File: src/rtl/regfile_write_arbiter.sv
// Dual-port register-file write arbiter: three requesters compete for two write slots, with round-robin and aging priority.
// Latency: gnt is combinational in the request cycle; we/waddr/wdata are registered and appear one cycle after the grant.
// Backpressure: a requester holds req/addr/data until its gnt cycle; same-address collisions and a third request simply wait.
module regfile_write_arbiter #(
    parameter int AGE_LIMIT = 4
) (
    input  logic        clk,
    input  logic        rst,
    input  logic [2:0]  req,
    input  logic [3:0]  addr0,
    input  logic [3:0]  addr1,
    input  logic [3:0]  addr2,
    input  logic [15:0] data0,
    input  logic [15:0] data1,
    input  logic [15:0] data2,
    output logic [2:0]  gnt,
    output logic        we,
    output logic        we2,
    output logic [3:0]  waddr1,
    output logic [3:0]  waddr2,
    output logic [15:0] wdata1,
    output logic [15:0] wdata2
);

    // Modulo-3 increment; rr_ptr never takes the value 3.
    function automatic logic [1:0] f_inc3(input logic [1:0] v);
        return (v == 2'd2) ? 2'd0 : v + 2'd1;
    endfunction

    logic [1:0]  r_rr_ptr;
    logic [2:0]  r_age [3];
    logic        r_we;
    logic        r_we2;
    logic [3:0]  r_waddr1;
    logic [3:0]  r_waddr2;
    logic [15:0] r_wdata1;
    logic [15:0] r_wdata2;

    logic [3:0]  w_addr [3];
    logic [15:0] w_data [3];
    logic [1:0]  w_rr [3];
    logic [1:0]  w_ord [3];
    logic        w_aged_vld;
    logic [1:0]  w_aged_idx;
    logic        w_s1_vld;
    logic [1:0]  w_s1_idx;
    logic        w_s2_vld;
    logic [1:0]  w_s2_idx;
    logic [1:0]  w_last_idx;

    assign w_addr[0] = addr0;
    assign w_addr[1] = addr1;
    assign w_addr[2] = addr2;
    assign w_data[0] = data0;
    assign w_data[1] = data1;
    assign w_data[2] = data2;

    assign w_rr[0] = r_rr_ptr;
    assign w_rr[1] = f_inc3(r_rr_ptr);
    assign w_rr[2] = f_inc3(f_inc3(r_rr_ptr));

    // Find the lowest-index requester whose wait count has hit the aging limit.
    always_comb begin
        w_aged_vld = 1'b0;
        w_aged_idx = 2'd0;
        for (int i = 2; i >= 0; i--) begin
            if (int'(r_age[i]) >= AGE_LIMIT) begin
                w_aged_vld = 1'b1;
                w_aged_idx = 2'(i);
            end
        end
    end

    // Priority order: round-robin from rr_ptr, with an aged requester pulled to the front
    // and the other two keeping their relative round-robin order.
    always_comb begin
        w_ord[0] = w_rr[0];
        w_ord[1] = w_rr[1];
        w_ord[2] = w_rr[2];
        if (w_aged_vld) begin
            if (w_aged_idx == w_rr[1]) begin
                w_ord[0] = w_rr[1];
                w_ord[1] = w_rr[0];
                w_ord[2] = w_rr[2];
            end else if (w_aged_idx == w_rr[2]) begin
                w_ord[0] = w_rr[2];
                w_ord[1] = w_rr[0];
                w_ord[2] = w_rr[1];
            end
        end
    end

    // Slot 1 takes the first asserted requester; slot 2 the next one whose address
    // differs from slot 1, so the two write ports never target the same register.
    always_comb begin
        w_s1_vld = 1'b0;
        w_s1_idx = 2'd0;
        w_s2_vld = 1'b0;
        w_s2_idx = 2'd0;
        for (int k = 0; k < 3; k++) begin
            if (req[w_ord[k]] && !w_s1_vld) begin
                w_s1_vld = 1'b1;
                w_s1_idx = w_ord[k];
            end else if (req[w_ord[k]] && w_s1_vld && !w_s2_vld &&
                         (w_addr[w_ord[k]] != w_addr[w_s1_idx])) begin
                w_s2_vld = 1'b1;
                w_s2_idx = w_ord[k];
            end
        end
        if (rst) begin
            w_s1_vld = 1'b0;
            w_s2_vld = 1'b0;
        end
    end

    assign w_last_idx = w_s2_vld ? w_s2_idx : w_s1_idx;

    // Decode the two slot selections into the one-hot-per-requester grant vector.
    always_comb begin
        gnt = 3'b000;
        if (w_s1_vld) gnt[w_s1_idx] = 1'b1;
        if (w_s2_vld) gnt[w_s2_idx] = 1'b1;
    end

    // Advance the round-robin pointer past the last requester granted this cycle.
    always_ff @(posedge clk) begin
        if (rst) begin
            r_rr_ptr <= 2'd0;
        end else if (w_s1_vld) begin
            r_rr_ptr <= f_inc3(w_last_idx);
        end
    end

    // Wait counters: count cycles spent requesting without a grant, saturating at 7.
    always_ff @(posedge clk) begin
        for (int i = 0; i < 3; i++) begin
            if (rst) begin
                r_age[i] <= 3'd0;
            end else if (req[i] && !gnt[i]) begin
                r_age[i] <= (r_age[i] == 3'd7) ? 3'd7 : r_age[i] + 3'd1;
            end else begin
                r_age[i] <= 3'd0;
            end
        end
    end

    // Write port 1: pulse we for each slot-1 grant; address/data hold when idle.
    always_ff @(posedge clk) begin
        if (rst) begin
            r_we     <= 1'b0;
            r_waddr1 <= 4'd0;
            r_wdata1 <= 16'd0;
        end else begin
            r_we <= w_s1_vld;
            if (w_s1_vld) begin
                r_waddr1 <= w_addr[w_s1_idx];
                r_wdata1 <= w_data[w_s1_idx];
            end
        end
    end

    // Write port 2: pulse we2 for each slot-2 grant; address/data hold otherwise.
    always_ff @(posedge clk) begin
        if (rst) begin
            r_we2    <= 1'b0;
            r_waddr2 <= 4'd0;
            r_wdata2 <= 16'd0;
        end else begin
            r_we2 <= w_s2_vld;
            if (w_s2_vld) begin
                r_waddr2 <= w_addr[w_s2_idx];
                r_wdata2 <= w_data[w_s2_idx];
            end
        end
    end

    // Reset also masks the outputs combinationally, so a write granted just before
    // reset rises never reaches the register file.
    assign we     = r_we & ~rst;
    assign we2    = r_we2 & ~rst;
    assign waddr1 = rst ? 4'd0 : r_waddr1;
    assign waddr2 = rst ? 4'd0 : r_waddr2;
    assign wdata1 = rst ? 16'd0 : r_wdata1;
    assign wdata2 = rst ? 16'd0 : r_wdata2;

endmodule

File: config.mk
export PLATFORM = sky130hd
export DESIGN_NAME = regfile_write_arbiter
export DESIGN_NICKNAME = d
export VERILOG_FILES = /design/src/rtl/regfile_write_arbiter.sv
export SDC_FILE = /design/constraint.sdc
export NUM_CORES = 1
export LEC_CHECK = 0
export ABC_AREA = 1
export BUFFER_PORTS_ARGS = -buffer_cell sky130_fd_sc_hd__buf_4
export CAP_MARGIN = 20
export CORE_MARGIN = 8
export CORE_UTILIZATION = 49
export CTS_CLUSTER_DIAMETER = 60
export DETAILED_ROUTE_END_ITERATION = 16
export PLACE_DENSITY = 0.78
export SLEW_MARGIN = 20
export SYNTH_ARGS = -nofsm -noshare
export SYNTH_HDL_FRONTEND = slang
export SYNTH_SLANG_ARGS = --single-unit
File: constraint.sdc
create_clock -name clk -period 2.7 [get_ports clk]
set_input_delay 0.27 -clock clk [delete_from_list [all_inputs] [get_ports clk]]
set_output_delay 0.27 -clock clk [all_outputs]
set_load 0.02 [all_outputs]
After elaboration in Yosys (flattened, before gate mapping) --
Memories as Yosys holds them, arrays and structs flattened. Cells that the tools add are included.
Cells by class: add/sub/neg operators 6, order comparisons 16, eq/ne operators 10, mux-type cells 98, bitwise operators 16, reductions and logical operators 18
Operators with widths (count):
- $mux W16 | 6
- $bmux W16 S2 | 2
- $mux W4 | 14
- $bmux W4 S2 | 6
- $mux W1 | 37
- $mux W3 | 11
- $mux W2 | 14
- $ge A3 B3 Y1 const B | 9
- $mux W6 | 3
- $not A2 Y3 | 6
- $lt A2 B3 Y1 const B | 5
- $logic_and A1 B1 Y1 | 12
- $add A3 B1 Y3 const B | 3
- $eq A3 B3 Y1 const B | 3
- $ne A4 B4 Y1 | 2
- $add A2 B1 Y2 const B | 3
- $bmux W1 S2 | 3
- $eq A2 B2 Y1 const B | 3
- $logic_not A1 Y1 | 6
- $or A1 B1 Y1 | 6
- $demux W1 S2 | 2
- $eq A2 B2 Y1 | 2
- $ge A2 B1 Y1 const B | 2
- $or A3 B3 Y3 | 1
- other kinds (2) | 3
Word-level totals: register bits 44, RAM bits 9, bits of input ports 65, output and inout port bits 45, logic and storage cells 172, memories kept 1
Memory list:
- r_age | words 3, bits a word 3, rd ports 3, clocked after memory_dff 0, write ports 3, line 31 | logic [2:0] r_age [3];

Longest topological paths before layout --
depth after elaboration 37, mapped depth 26, gate-level depth less buffers 26

Worst setup path before layout --
No wires, ideal clock.
path kind flip-flop to output port, start point memory r_age[0][2], end point output port gnt[0], arrival 2390 ps, data required time 2430 ps, slack 40 ps, stages on the path, launching flop included 21, path buffers 1, path through edfxtp_1 > nor2_2 > a21oi_1 > nand2_1 > nand2_1 > nand2_1 > nand2_1 > buf_4 > o211ai_1 > nand3_1 > nand2_1 > nand2_1 > nor2_2 > nor2_2 > nor2_4 > nand2_2 > nand2_2 > nand2_4 > inv_2 > nand3_1 > nand2_1
RTL lines:
- start, declared | line 31
- end, declared | line 16 | output logic [2:0] gnt,

==> impl_metrics.py <==
metrics = {
    "hold_path": {
        "worst_hold_path_type": "input pin to flop",
    },
    "floorplan": {
        "floorplan.die.height_um": 108,
        "floorplan.io_pins": 110,
        "dieArea_sq_um": 11600,
        "start_util": 0.504,
        "floorplan.core_area_sq_um": 8180,
        "dieWidth_um": 108,
        "rows": 33,
    },
    "pwr": {
        "power_per_cell_area_nw_per_um2": 1020,
        "static-leakage-power_nw": 3.33,
        "irDropWorstVdd_v": 0.000545,
    },
    "run_status": {
        "violations_in_the_final_reports": "negative setup slack",
        "outcome": "complete, but fails checks",
    },
    "final_layout": {
        "syn2layout_area_growth_pct": 54.6,
        "post_layout_nonfiller_instances": 983,
        "finish.net_count": 946,
        "num_antenna_cells": 0,
        "final_layout_size_suffix_gt1_frac": 0.378,
        "final.fill_count": 604,
    },
    "routing": {
        "wl_mm": 16.2,
        "via_count": 5296,
        "met3_wirelength_mm": 1.22,
        "topRoutingLayerUsed": "met4",
        "detail_route.vias_per_cell": 5.39,
        "detail_route.iter0.violations": 469,
        "route.met2.wl_mm": 7.97,
        "firstDrtPassIters": 11,
        "m1WireLength_mm": 6.37,
        "remaining_drc_errors": 0,
        "routedWlPerCell_um": 16.4,
        "final_antenna_net_count": 0,
    },
    "sta": {
        "final.setup_skew_ps": 9.11,
        "fmax_ghz": 0.286,
        "timing.final.crit_share": 1.30,
        "hold_violations": 0,
        "hold_ws_ps": 243,
        "slew_violations": 0,
        "report.final.setup_viol": 55,
        "postLayoutSetupSlackWorst_ps": -802,
        "rsz0062_at_grt": "true",
        "final_period_minus_worst_setup_slack_ps": 3500,
    },
    "setup_path": {
        "setup.worst_path.class": "flop to output pin",
        "critical_path_peak_fanout": 7,
        "path_buf_inv": 6,
        "cp_cell_sequence": "nor2_4 -> buf_6 -> nand2_2 -> o21ai_1 -> inv_1 -> o21ai_1 -> inv_1 -> nand3_2 -> nand2_2 -> nor2_4 -> nand2_2 -> nand2_4 -> nand2_4 -> nand2_4 -> inv_6 -> a21oi_4 -> inv_2 -> buf_6",
        "crit_path_max_incr_delay_ps": 490,
        "worst_path_dominant_cell_family": "simple AND/OR/NAND/NOR gates",
        "cp.arrival_ps": 3230,
        "crit_path_end_kind": "output pin",
        "critical_path_source_type": "flop",
        "timing.critical_path.required_ps": 2430,
        "critical_path.slowest_cell": "sky130_fd_sc_hd__edfxtp_1",
    },
    "clock_network": {
        "cts_hold_buf": 0,
        "clock-root-buffer": "sky130_fd_sc_hd__clkbuf_8",
        "numCtsBuffers": 5,
        "cts_tree": "done",
        "clock-sinks": 53,
        "worstSkewPairLatency_ps": 310,
        "ctsLongestPathBuffers": 2,
        "clk_pin_slew_worst_paths_ps": 110,
        "clock_tree.htree_level_count": 2,
    },
    "synth": {
        "syn_area_sq_um": 4120,
        "synth-seq-cells": 53,
        "sequential_fraction_of_the_synthesis_area": 0.279,
        "synth_cell_types": 37,
        "syn-mean-instance-area_sq_um": 6.07,
        "synthesis.yosys.warnings": 0,
        "syn_inst": 679,
    },
    "placed_design": {
        "detailed_place_hpwl_mm": 10.8,
        "portBuffers": 109,
        "numPlacedInstances": 932,
        "dpl_worst_slack_ps": -317,
        "place_congestion": 0.896,
    },
    "run": {
        "max-cap-violations": 0,
    },
    "grt": {
        "grt_pass1_vias": 5235,
        "wire_length_of_the_first_global_routing_pass_mm": 24.7,
        "grt_start_max_net_pins": 45,
        "grt_util_all_layers": 0.258,
        "grt_remaining_overflow": 0,
        "antenna_found_initial": 0,
    },
}
==> per-stage QoR <==
stage / setup TNS [ps] / area [sq um] / power, mW / utilization
CTS: -14900 / 6010 / 5.95 / 0.735
global placement: -7790 / 5420 / 4.67 / 0.663
floorplan: 0 / 4150 / 3.53 / -
detailed placement: -11360 / 5420 / 4.77 / 0.663
global route: -36220 / 6370 / 6.91 / 0.779
finish: -25230 / 6370 / 6.51 / 0.779
==> where the power goes <==
group          leakage [nW]  internal (mW)  total (mW)  switching (mW)
Clock                0.0455          0.180       0.456           0.276
Combinational          2.82           2.08        4.84            2.76
Sequential            0.460           1.10        1.21           0.108
Total                  3.33           3.36        6.51            3.14
==> area by class of cell <==
class	count	area [sq um]	share of cell area
sequential	53	1150	0.181
tap	105	131	0.0206
clock inverter	3	17.5	0.00275
multi-input combinational	477	2710	0.425
inverter	129	507	0.0796
timing repair buffer	211	1790	0.280
clock buffer	5	68.8	0.0108
==> path summary, 6_finish.rpt <==
path / depth (start not counted) / slack (ps) / end / from
hold reg to reg: 2 / 480 / r_waddr1[2] / r_waddr1[2]
setup / recovery: 18 / -800 / gnt[1] / r_age[0][2]
setup reg to reg: 26 / -670 / r_wdata2[10] / r_age[0][2]
hold / removal: 3 / 240 / r_wdata2[0] / data2[0]
==> registers in the layout, summed over array words and instances (netlist names) <==
register  cells
r_we2         1
r_waddr1      4
r_we          1
r_age         9
r_wdata1     16
r_rr_ptr      2
r_waddr2      4
r_wdata2     16
==> routing by layer <==
layer,vias up,track usage
li1,2537,-
met5,-,0
met3,68,0.0575
met2,272,0.454
met1,2419,0.300
met4,0,0.0872
==> cells in the mapped netlist <==
cell type | number | share of area
sky130_fd_sc_hd__inv_1 | 120 | 0.11
sky130_fd_sc_hd__a21oi_1 | 31 | 0.038
sky130_fd_sc_hd__conb_1 | 1 | 0.00091
sky130_fd_sc_hd__nor2_2 | 6 | 0.0091
sky130_fd_sc_hd__a31oi_2 | 1 | 0.0030
sky130_fd_sc_hd__a22oi_1 | 8 | 0.015
sky130_fd_sc_hd__o21ai_1 | 6 | 0.0073
sky130_fd_sc_hd__o211ai_1 | 12 | 0.022
sky130_fd_sc_hd__nand3b_1 | 2 | 0.0036
sky130_fd_sc_hd__nand2_2 | 6 | 0.0091
sky130_fd_sc_hd__inv_2 | 9 | 0.0082
sky130_fd_sc_hd__nand2_4 | 3 | 0.0082
sky130_fd_sc_hd__a21boi_0 | 1 | 0.0018
sky130_fd_sc_hd__o21ai_0 | 25 | 0.030
sky130_fd_sc_hd__buf_2 | 8 | 0.0097
sky130_fd_sc_hd__edfxtp_1 | 9 | 0.066
sky130_fd_sc_hd__nor2_4 | 1 | 0.0027
sky130_fd_sc_hd__nand4_1 | 4 | 0.0061
sky130_fd_sc_hd__a41oi_1 | 8 | 0.017
sky130_fd_sc_hd__nand2_1 | 180 | 0.16
sky130_fd_sc_hd__o22ai_2 | 1 | 0.0030
sky130_fd_sc_hd__nand3_2 | 1 | 0.0024
sky130_fd_sc_hd__nand4_4 | 1 | 0.0052
sky130_fd_sc_hd__buf_4 | 8 | 0.015
sky130_fd_sc_hd__nand3_1 | 54 | 0.066
sky130_fd_sc_hd__buf_6 | 1 | 0.0027
sky130_fd_sc_hd__o22ai_1 | 2 | 0.0030
sky130_fd_sc_hd__a31oi_1 | 1 | 0.0015
sky130_fd_sc_hd__o21ai_2 | 3 | 0.0064
sky130_fd_sc_hd__a32oi_1 | 4 | 0.0085
sky130_fd_sc_hd__a21oi_2 | 22 | 0.047
sky130_fd_sc_hd__nor2_1 | 79 | 0.072
sky130_fd_sc_hd__clkbuf_1 | 11 | 0.010
sky130_fd_sc_hd__dfxtp_1 | 44 | 0.21
sky130_fd_sc_hd__buf_1 | 1 | 0.00091
sky130_fd_sc_hd__ha_1 | 4 | 0.012
sky130_fd_sc_hd__nor3_1 | 1 | 0.0012
==> kinds of logic (layout without fill, tap and decap cells) <==
family,after synthesis,after routing,synth area share
simple gates,338,339,0.349
fa+ha+maj,4,4,0.0121
flops,53,53,0.279
other cells,1,9,0.000910
compound gates,125,125,0.203
buf+inv,158,348,0.155
==> repair_timing <==
action,CTS,global route
gates resized for setup,76,66
setup endpoints to repair,53,56
pin swaps,22,35
buffers inserted,25,18
cloned,4,0
==> cell usage in the layout (no fill, tap or decap), types with 3 or more instances in the layout <==
master,count
sky130_fd_sc_hd__a21oi_1,27
sky130_fd_sc_hd__a21oi_2,25
sky130_fd_sc_hd__a22oi_1,8
sky130_fd_sc_hd__a32oi_1,4
sky130_fd_sc_hd__a41oi_1,8
sky130_fd_sc_hd__buf_12,5
sky130_fd_sc_hd__buf_4,176
sky130_fd_sc_hd__buf_6,26
sky130_fd_sc_hd__buf_8,3
sky130_fd_sc_hd__clkbuf_8,5
sky130_fd_sc_hd__conb_1,9
sky130_fd_sc_hd__dfxtp_1,43
sky130_fd_sc_hd__edfxtp_1,9
sky130_fd_sc_hd__ha_1,4
sky130_fd_sc_hd__inv_1,115
sky130_fd_sc_hd__inv_2,8
sky130_fd_sc_hd__inv_4,4
sky130_fd_sc_hd__nand2_1,157
sky130_fd_sc_hd__nand2_2,17
sky130_fd_sc_hd__nand2_4,15
sky130_fd_sc_hd__nand3_1,40
sky130_fd_sc_hd__nand3_2,13
sky130_fd_sc_hd__nand4_1,4
sky130_fd_sc_hd__nor2_1,71
sky130_fd_sc_hd__nor2_2,7
sky130_fd_sc_hd__nor2_4,8
sky130_fd_sc_hd__o211ai_1,12
sky130_fd_sc_hd__o21ai_0,19
sky130_fd_sc_hd__o21ai_1,8
sky130_fd_sc_hd__o21ai_2,5
==> worst min-delay path: cells and delay by family <==
kind	cells	cell delay, ps
AOI/OAI and AO/OA	2	160
buffers and inverters	1	90
Power figures use the tool's default switching activity.
